`config.mk`:
```
export PLATFORM = sky130hd
export DESIGN_NAME = alu_issue_stage
export DESIGN_NICKNAME = d
export VERILOG_FILES = /design/src/rtl/alu_issue_stage.sv
export SDC_FILE = /design/constraint.sdc
export NUM_CORES = 1
export LEC_CHECK = 0
export BUFFER_PORTS_ARGS = -buffer_cell sky130_fd_sc_hd__buf_2
export CAP_MARGIN = 5
export CORE_MARGIN = 5
export CORE_UTILIZATION = 55
export DETAILED_ROUTE_END_ITERATION = 12
export PLACE_DENSITY = 0.89
export SLEW_MARGIN = 20
export SYNTH_ARGS = -nofsm -noshare
export SYNTH_HDL_FRONTEND = slang
export SYNTH_SLANG_ARGS = --single-unit
```
`constraint.sdc`:
```
create_clock -name clk -period 4.5 [get_ports clk]
set_input_delay 0.45 -clock clk [delete_from_list [all_inputs] [get_ports clk]]
set_output_delay 0.45 -clock clk [all_outputs]
set_load 0.01 [all_outputs]
```
`src/rtl/alu_issue_stage.sv`:
```
// RV32I ID/EX issue stage: decodes instr + regfile data into ALU ctrl/operands, 1-cycle registered valid/ready stage.
// Optional ALU_ISSUE_SKID_EN adds a one-entry skid buffer so in_ready comes straight from a flop.
module alu_issue_stage #(
  parameter int              XLEN         = 32,
  parameter logic [XLEN-1:0] RESET_PC_CNT = '0
) (
  input  logic            clk,
  input  logic            rst_n,
  input  logic            flush,
  input  logic            in_valid,
  output logic            in_ready,
  input  logic [31:0]     instr,
  input  logic [XLEN-1:0] pc,
  input  logic [XLEN-1:0] rs1_data,
  input  logic [XLEN-1:0] rs2_data,
  output logic            out_valid,
  input  logic            out_ready,
  output logic [3:0]      alu_ctrl,
  output logic [XLEN-1:0] alu_data0,
  output logic [XLEN-1:0] alu_data1,
  output logic [4:0]      rd,
  output logic            reg_write,
  output logic            is_branch,
  output logic [XLEN-1:0] branch_target,
  output logic            illegal,
  output logic [XLEN-1:0] issue_cnt
);

  typedef struct packed {
    logic [3:0]      ctrl;
    logic [XLEN-1:0] d0;
    logic [XLEN-1:0] d1;
    logic [4:0]      rd;
    logic            rw;
    logic            br;
    logic [XLEN-1:0] tgt;
    logic            ill;
  } entry_t;

  entry_t          dec, out_q, out_d;
  logic            out_valid_q, out_valid_d;
  logic [XLEN-1:0] issue_cnt_q, issue_cnt_d;
  logic            out_free;
  logic            wr, ill;
  logic [3:0]      op_fn;

  logic [6:0] opcode, funct7;
  logic [2:0] funct3;
  logic [XLEN-1:0] imm_i, imm_s, imm_b, imm_u, imm_j;

  assign opcode = instr[6:0];
  assign funct3 = instr[14:12];
  assign funct7 = instr[31:25];
  assign imm_i  = XLEN'($signed(instr[31:20]));
  assign imm_s  = XLEN'($signed({instr[31:25], instr[11:7]}));
  assign imm_b  = XLEN'($signed({instr[31], instr[7], instr[30:25], instr[11:8], 1'b0}));
  assign imm_u  = XLEN'($signed({instr[31:12], 12'b0}));
  assign imm_j  = XLEN'($signed({instr[31], instr[19:12], instr[20], instr[30:21], 1'b0}));

  always_comb begin
    op_fn = 4'b0000;
    case (funct3)
      3'b000: op_fn = 4'b0000;
      3'b001: op_fn = 4'b0010;
      3'b010: op_fn = 4'b1110;
      3'b011: op_fn = 4'b1111;
      3'b100: op_fn = 4'b0011;
      3'b101: op_fn = 4'b0100;
      3'b110: op_fn = 4'b0110;
      default: op_fn = 4'b0111;
    endcase
  end

  always_comb begin
    dec    = '0;
    dec.rd = instr[11:7];
    wr     = 1'b0;
    ill    = 1'b0;
    case (opcode)
      7'b0110011: begin
        dec.d0 = rs1_data;
        dec.d1 = rs2_data;
        wr     = 1'b1;
        if (funct7 == 7'b0000000)                         dec.ctrl = op_fn;
        else if (funct7 == 7'b0100000 && funct3 == 3'b000) dec.ctrl = 4'b0001;
        else if (funct7 == 7'b0100000 && funct3 == 3'b101) dec.ctrl = 4'b0101;
        else                                              ill = 1'b1;
      end
      7'b0010011: begin
        dec.d0   = rs1_data;
        dec.d1   = imm_i;
        wr       = 1'b1;
        dec.ctrl = op_fn;
        // Shift-immediates reuse imm[11:5] as funct7; all other I-types take the full immediate.
        if (funct3 == 3'b001 && funct7 != 7'b0000000) ill = 1'b1;
        if (funct3 == 3'b101) begin
          if (funct7 == 7'b0100000)      dec.ctrl = 4'b0101;
          else if (funct7 != 7'b0000000) ill = 1'b1;
        end
      end
      7'b0000011: begin
        dec.d0 = rs1_data;
        dec.d1 = imm_i;
        wr     = 1'b1;
      end
      7'b0100011: begin
        dec.d0 = rs1_data;
        dec.d1 = imm_s;
      end
      7'b1100011: begin
        dec.d0  = rs1_data;
        dec.d1  = rs2_data;
        dec.br  = 1'b1;
        dec.tgt = pc + imm_b;
        case (funct3)
          3'b000:  dec.ctrl = 4'b1100;
          3'b001:  dec.ctrl = 4'b1101;
          3'b100:  dec.ctrl = 4'b1000;
          3'b101:  dec.ctrl = 4'b1001;
          3'b110:  dec.ctrl = 4'b1010;
          3'b111:  dec.ctrl = 4'b1011;
          default: ill = 1'b1;
        endcase
      end
      7'b0110111: begin
        dec.d1 = imm_u;
        wr     = 1'b1;
      end
      7'b0010111: begin
        dec.d0 = pc;
        dec.d1 = imm_u;
        wr     = 1'b1;
      end
      7'b1101111: begin
        dec.d0  = pc;
        dec.d1  = XLEN'(4);
        dec.tgt = pc + imm_j;
        wr      = 1'b1;
      end
      7'b1100111: begin
        dec.d0  = pc;
        dec.d1  = XLEN'(4);
        dec.tgt = (rs1_data + imm_i) & ~XLEN'(1);
        wr      = 1'b1;
        ill     = (funct3 != 3'b000);
      end
      default: ill = 1'b1;
    endcase
    dec.rw = wr && (instr[11:7] != 5'd0);
    // Illegal entries still issue so execute can raise the exception, but with inert fields.
    if (ill) begin
      dec.ctrl = 4'b0000;
      dec.d0   = '0;
      dec.d1   = '0;
      dec.rw   = 1'b0;
      dec.br   = 1'b0;
      dec.tgt  = '0;
      dec.ill  = 1'b1;
    end
  end

  assign out_free = !out_valid_q || out_ready;

`ifdef ALU_ISSUE_SKID_EN
  entry_t skid_q, skid_d;
  logic   skid_full_q, skid_full_d;
  assign in_ready = !skid_full_q;
`else
  assign in_ready = out_free;
`endif

  always_comb begin
    out_valid_d = out_valid_q;
    out_d       = out_q;
    issue_cnt_d = issue_cnt_q;
`ifdef ALU_ISSUE_SKID_EN
    skid_full_d = skid_full_q;
    skid_d      = skid_q;
`endif
    if (flush) begin
      out_valid_d = 1'b0;
`ifdef ALU_ISSUE_SKID_EN
      skid_full_d = 1'b0;
`endif
    end else begin
      if (out_valid_q && out_ready) begin
        out_valid_d = 1'b0;
        issue_cnt_d = issue_cnt_q + XLEN'(1);
      end
`ifdef ALU_ISSUE_SKID_EN
      // The skid entry is older than anything on the input, so it always goes first.
      if (out_free) begin
        if (skid_full_q) begin
          out_valid_d = 1'b1;
          out_d       = skid_q;
          skid_full_d = 1'b0;
        end else if (in_valid) begin
          out_valid_d = 1'b1;
          out_d       = dec;
        end
      end else if (in_valid && !skid_full_q) begin
        skid_d      = dec;
        skid_full_d = 1'b1;
      end
`else
      if (in_valid && in_ready) begin
        out_valid_d = 1'b1;
        out_d       = dec;
      end
`endif
    end
  end

  always_ff @(posedge clk or negedge rst_n) begin
    if (!rst_n) begin
      out_valid_q <= 1'b0;
      out_q       <= '0;
      issue_cnt_q <= RESET_PC_CNT;
`ifdef ALU_ISSUE_SKID_EN
      skid_full_q <= 1'b0;
      skid_q      <= '0;
`endif
    end else begin
      out_valid_q <= out_valid_d;
      out_q       <= out_d;
      issue_cnt_q <= issue_cnt_d;
`ifdef ALU_ISSUE_SKID_EN
      skid_full_q <= skid_full_d;
      skid_q      <= skid_d;
`endif
    end
  end

  assign out_valid     = out_valid_q;
  assign alu_ctrl      = out_q.ctrl;
  assign alu_data0     = out_q.d0;
  assign alu_data1     = out_q.d1;
  assign rd            = out_q.rd;
  assign reg_write     = out_q.rw;
  assign is_branch     = out_q.br;
  assign branch_target = out_q.tgt;
  assign illegal       = out_q.ill;
  assign issue_cnt     = issue_cnt_q;

endmodule

```
After elaboration in Yosys (flattened, before gate mapping)
Index checks and enable logic that the tools add are counted.

Bits in registers: 141. Input bits: 133. Output and inout bits: 142. Word-level logic and storage cells: 84.

$add $sub $neg: 4. Equal/unequal tests: 17. Multiplexer cells: 27. Bitwise logic cells: 1. Reduce and logical (&&, ||, !) cells: 25.

Operators with widths (number): $pmux W32 S5 (1); $add A32 B32 Y32 (3); $pmux W32 S3 (1); $mux W68 (1); $pmux W32 S2 (1); $mux W35 (1); $add A32 B1 Y32 const B (1); $eq A7 B6 Y1 const B (4); $pmux W4 S7 (1); $pmux W4 S6 (1); $eq A7 B7 Y1 const B (3); $eq A7 B5 Y1 const B (2); $mux W1 (13); $eq A3 B3 Y1 const B (4); $mux W4 (3); $pmux W4 S3 (1); $reduce_or A5 Y1 (2); $reduce_or A2 Y1 (4); $eq A7 B2 Y1 const B (1); $logic_not A7 Y1 (1); $reduce_bool A7 Y1 (1); $reduce_or A7 Y1 (1); $eq A3 B2 Y1 const B (2); $logic_and A1 B1 Y1 (6); 12 further kinds (15).

Logic depth before layout (Yosys ltp)
Depth in word-level cells: 8. Mapped depth: 20. Depth with buffers taken out: 17.

Worst setup path before layout
No wires, ideal clock.

Kind: in2reg. From: input instr[5]. To: register out_q, in the netlist branch_target[31]. Setup time: 145 ps. Data arrival time: 4132 ps. Data required time: 4355 ps. Setup slack: 223 ps. Stages on the path: 20. Buffers on the path: 3. Cell sequence: nor2b_1 -> clkbuf_1 -> and3_1 -> and3_1 -> clkbuf_1 -> and2_1 -> clkbuf_1 -> nand2_1 -> nand2_1 -> ha_1 -> fa_1 -> a21oi_1 -> o221ai_1 -> a221oi_1 -> o31ai_1 -> a211oi_1 -> o31ai_1 -> a21oi_1 -> xnor2_1 -> o221ai_1.

Word-level cells in the longest chain between the ends: 4. Elaborated cells between the ends (all ways): 13. Classes of those cells: eq/ne: 9; mux: 3; reduce/logical: 1.

Ends and longest elaborated chain: from (decl) (RTL line 12) `input logic [31:0] instr,`; $eq A7 B7 Y1, or another cell as far along (RTL line 79) `case (opcode)`; $reduce_or A5 Y1 (no source line); $pmux W1 S5 (RTL line 79); $mux W35 (*) (RTL line 151) `if (ill) begin`; to (signal assigned) (RTL line 225) `out_q <= out_d;`; to (decl) (RTL line 40) `entry_t dec, out_q, out_d;`.

Every way passes the cells marked *; elsewhere a longest branch is shown, timed or not. A chain may end at the register's enable or synchronous reset.

Worst setup path in the final report
From: input instr[5]. To: register out_q, in the netlist branch_target[26].

The elaborated chain is that of the path after synthesis.

==> flow_metrics.py <==
metrics = {
    "layout": {
        "instances_no_fill": 1581,
        "final_nets": 1541,
        "layout-drive-gt1-share_pct": 25.6,
        "num-fill-cells": 1361,
        "area_delta_synth_final_pct": 22.2,
    },
    "global_route": {
        "grt_pass1_vias": 9743,
        "grt_pass1_wl_mm": 51.3,
        "grt_usage_pct": 31.7,
        "antenna_found_initial": 1,
        "grt.overflow.total": 0,
        "grt_start_max_net_pins": 86,
    },
    "route": {
        "wl_per_cell_um": 21.0,
        "drcViolationCount": 0,
        "vias_per_cell": 6.44,
        "routed_wirelength_mm": 33.2,
        "firstDrtPassIters": 6,
        "drtAntennaViolNets": 0,
        "vias": 10181,
        "drt_iter0_drc": 1147,
    },
    "yosys": {
        "synth_seq_cells": 141,
        "avgSynthCellArea_um2": 8.90,
        "yosysMostFrequentCell": "nand2_1",
        "synth_cell_types": 68,
        "synth_area_leaders": "dfrtp_1 36%, ha_1 8.4%, nand2_1 6.7%, o31ai_1 5.5%, xnor2_1 5.0%",
        "synth_area_um2": 9730,
        "async_reset_ff_share_pct": 100,
        "yosysTopAreaCellShare_pct": 36.3,
        "synth_area_leader_cell": "dfrtp_1",
        "syn_nets": 1293,
        "synth_top_cells_by_count": "174 x nand2_1, 141 x dfrtp_1, 71 x o31ai_1, 65 x ha_1, 64 x a22oi_1",
        "synth-edff-count": 0,
        "yosysSeqAreaShare_pct": 36.3,
        "synthFlopType": "dfrtp_1",
        "synth_warnings": 0,
        "syn_inst": 1093,
    },
    "worst_setup_path": {
        "startpoint_type": "input port",
        "cp_common_cell": "and3_1",
        "reg2reg_to": "issue_cnt[29]$_DFFE_PN0P_",
        "cp-end-kind": "register",
        "cpPeakStageDelay_ns": 0.40,
        "r2r_cells": 9,
        "critPathTopFamily": "compound AO/OA/AOI/OAI gates",
        "critPathKind": "input port to register",
        "path_cells": "buf_2, nor2b_1, and3_1, and3_1, nand2_1, and2_1, a21o_1, ha_1, nand4_1, a21oi_1, nor3_1, o211ai_1, o22ai_1, o21ai_0, a22oi_1, o21a_1, a31o_2",
        "cp.required_ns": 4.82,
        "crit_start": "instr[5]",
        "worst-path-buf-inv": 1,
        "r2r_start": "out_valid$_DFFE_PN0P_",
        "worstPathMaxFanout": 11,
        "arrival_ns": 4.51,
        "regToRegSetupSlack_ns": 1.98,
        "slowest_stage": "ha_1",
    },
    "floorplanning": {
        "die_h_um": 143,
        "core_area_um2": 17300,
        "die_w_um": 143,
        "die-area_um2": 20400,
        "num_rows": 48,
        "io_pins": 275,
        "start_util_pct": 56.2,
    },
    "sta": {
        "tightest_slew_ns": 0.919,
        "slew_headroom_pct": 38.7,
        "rsz0062_at_grt": "false",
        "clock_skew_ns": 0.00942,
        "finalSetupTns_ns": 0,
        "fin_crit_sh_pct": 93.2,
        "min_period_ns": 4.20,
        "fmax_mhz": 238,
        "maxSlewViolCount": 0,
        "setup_viol": 0,
        "layout_setup_ws_ns": 0.304,
        "hold_viol": 0,
    },
    "power_and_ir_drop": {
        "p_leak_nw": 5.88,
        "ir_drop_v": 0.000296,
        "powerDensity_nw_per_um2": 296,
        "power_mw": 3.52,
    },
    "place": {
        "hpwl_mm": 24.7,
        "port_buffers": 274,
        "gp_congestion": 0.921,
        "place_inst": 1547,
        "pre_cts_ws_ns": 0.00635,
    },
    "job": {
        "max_cap_violations": 0,
    },
    "hold_path": {
        "hold_path_class": "input port to async pin",
    },
    "clocking": {
        "cts_tree": "done",
        "clk_path_buf_depth": 2,
        "numCtsBuffers": 17,
        "clock-sinks": 141,
        "clkSlewWorstSetupHoldPaths_ns": 0.06,
        "clock_latency_ns": 0.43,
        "cts-root-buf": "clkbuf_16",
        "htree_levels": 4,
    },
    "outcome": {
        "status": "finished clean",
    },
}
==> per-stage QoR <==
step | utilization, % | instance area (um^2) | hold slack [ns]
after detailed placement | 65.3 | 11300 | 0.462
after floorplan | - | 9730 | 0.154
after global placement | 65.3 | 11300 | 0.455
final | 68.7 | 11900 | 0.0879
after global routing | 68.7 | 11900 | 0.163
after CTS | 68.7 | 11900 | 0.116
==> registers in the layout (all words and copies together), names as in the netlist <==
signal / flops
alu_ctrl: 4
alu_data0: 32
alu_data1: 32
branch_target: 32
illegal: 1
is_branch: 1
issue_cnt: 32
out_valid: 1
rd: 5
reg_write: 1
==> area by class of cell <==
type | count | area, um^2 | area share (%)
antenna | 2 | 5.00 | 0.0421
clock buffer | 17 | 425 | 3.58
clock inverter | 15 | 154 | 1.29
inverter | 17 | 63.8 | 0.537
multi-input combinational | 871 | 5910 | 49.7
sequential | 141 | 3530 | 29.7
tap | 225 | 282 | 2.37
timing repair buffer | 293 | 1520 | 12.8
==> kinds of logic after synthesis <==
logic type	count (synthesis)	share of synthesized area [%]
flip-flops	141	36.3
buffers and inverters	81	3.24
adder cells (fa/ha/maj)	67	8.77
AND/OR/NAND/NOR	325	15.2
multiplexers	7	0.797
AO/OA/AOI/OAI	387	28.1
XOR/XNOR	85	7.65
==> worst max-delay path by stage <==
stage / to / cells past startpoint
final: branch_target[26]$_DFFE_PN0P_ / 17
after global routing: branch_target[26]$_DFFE_PN0P_ / 17
after CTS: branch_target[26]$_DFFE_PN0P_ / 17
after detailed placement: branch_target[26]$_DFFE_PN0P_ / 17
after global placement: branch_target[31]$_DFFE_PN0P_ / 19
after floorplan: branch_target[31]$_DFFE_PN0P_ / 20
==> where the power goes <==
group          switching, mW  leakage, nW  internal, mW
clock                  0.630        0.281         0.782
sequential            0.0262         1.95          1.30
combinational          0.474         3.65         0.309
total                   1.13         5.88          2.39
==> repair_timing <==
item / in CTS / in global routing
resized for setup: 0 / 1
setup endpoints to repair: 0 / 1
buffers inserted: 0 / 0
hold buffers: 0 / 0
==> per-layer routing <==
metal | track usage, % | vias up | part of all wire, % | wire (um)
met2 | 50.4 | 639 | 46 | 15300
met1 | 41.8 | 4830 | 39 | 12900
met5 | 0 | - | 0 | 0
li1 | - | 4578 | - | -
met3 | 6.30 | 134 | 10 | 3400
met4 | 14.6 | 0 | 4.7 | 1570
==> layout by cell type, fill, tap and decap left out, types with 5 or more instances in the layout <==
master,instances
buf_2,273
nand2_1,174
dfrtp_1,141
o31ai_1,71
ha_1,65
a22oi_1,64
a21oi_1,60
xnor2_1,55
o21ai_0,49
a21o_1,43
nor2_1,42
nand3_1,30
xor2_1,30
a221oi_1,22
buf_4,19
inv_1,17
clkbuf_16,17
and3_1,16
nand4_1,11
nor3_1,9
o211ai_1,9
o21a_1,9
o21bai_1,9
o221ai_1,8
and2_1,7
nand2b_1,6
mux2_2,6
a211oi_1,6
a31oi_1,5
inv_6,5
No activity file was read; power rests on OpenSTA's default activity.
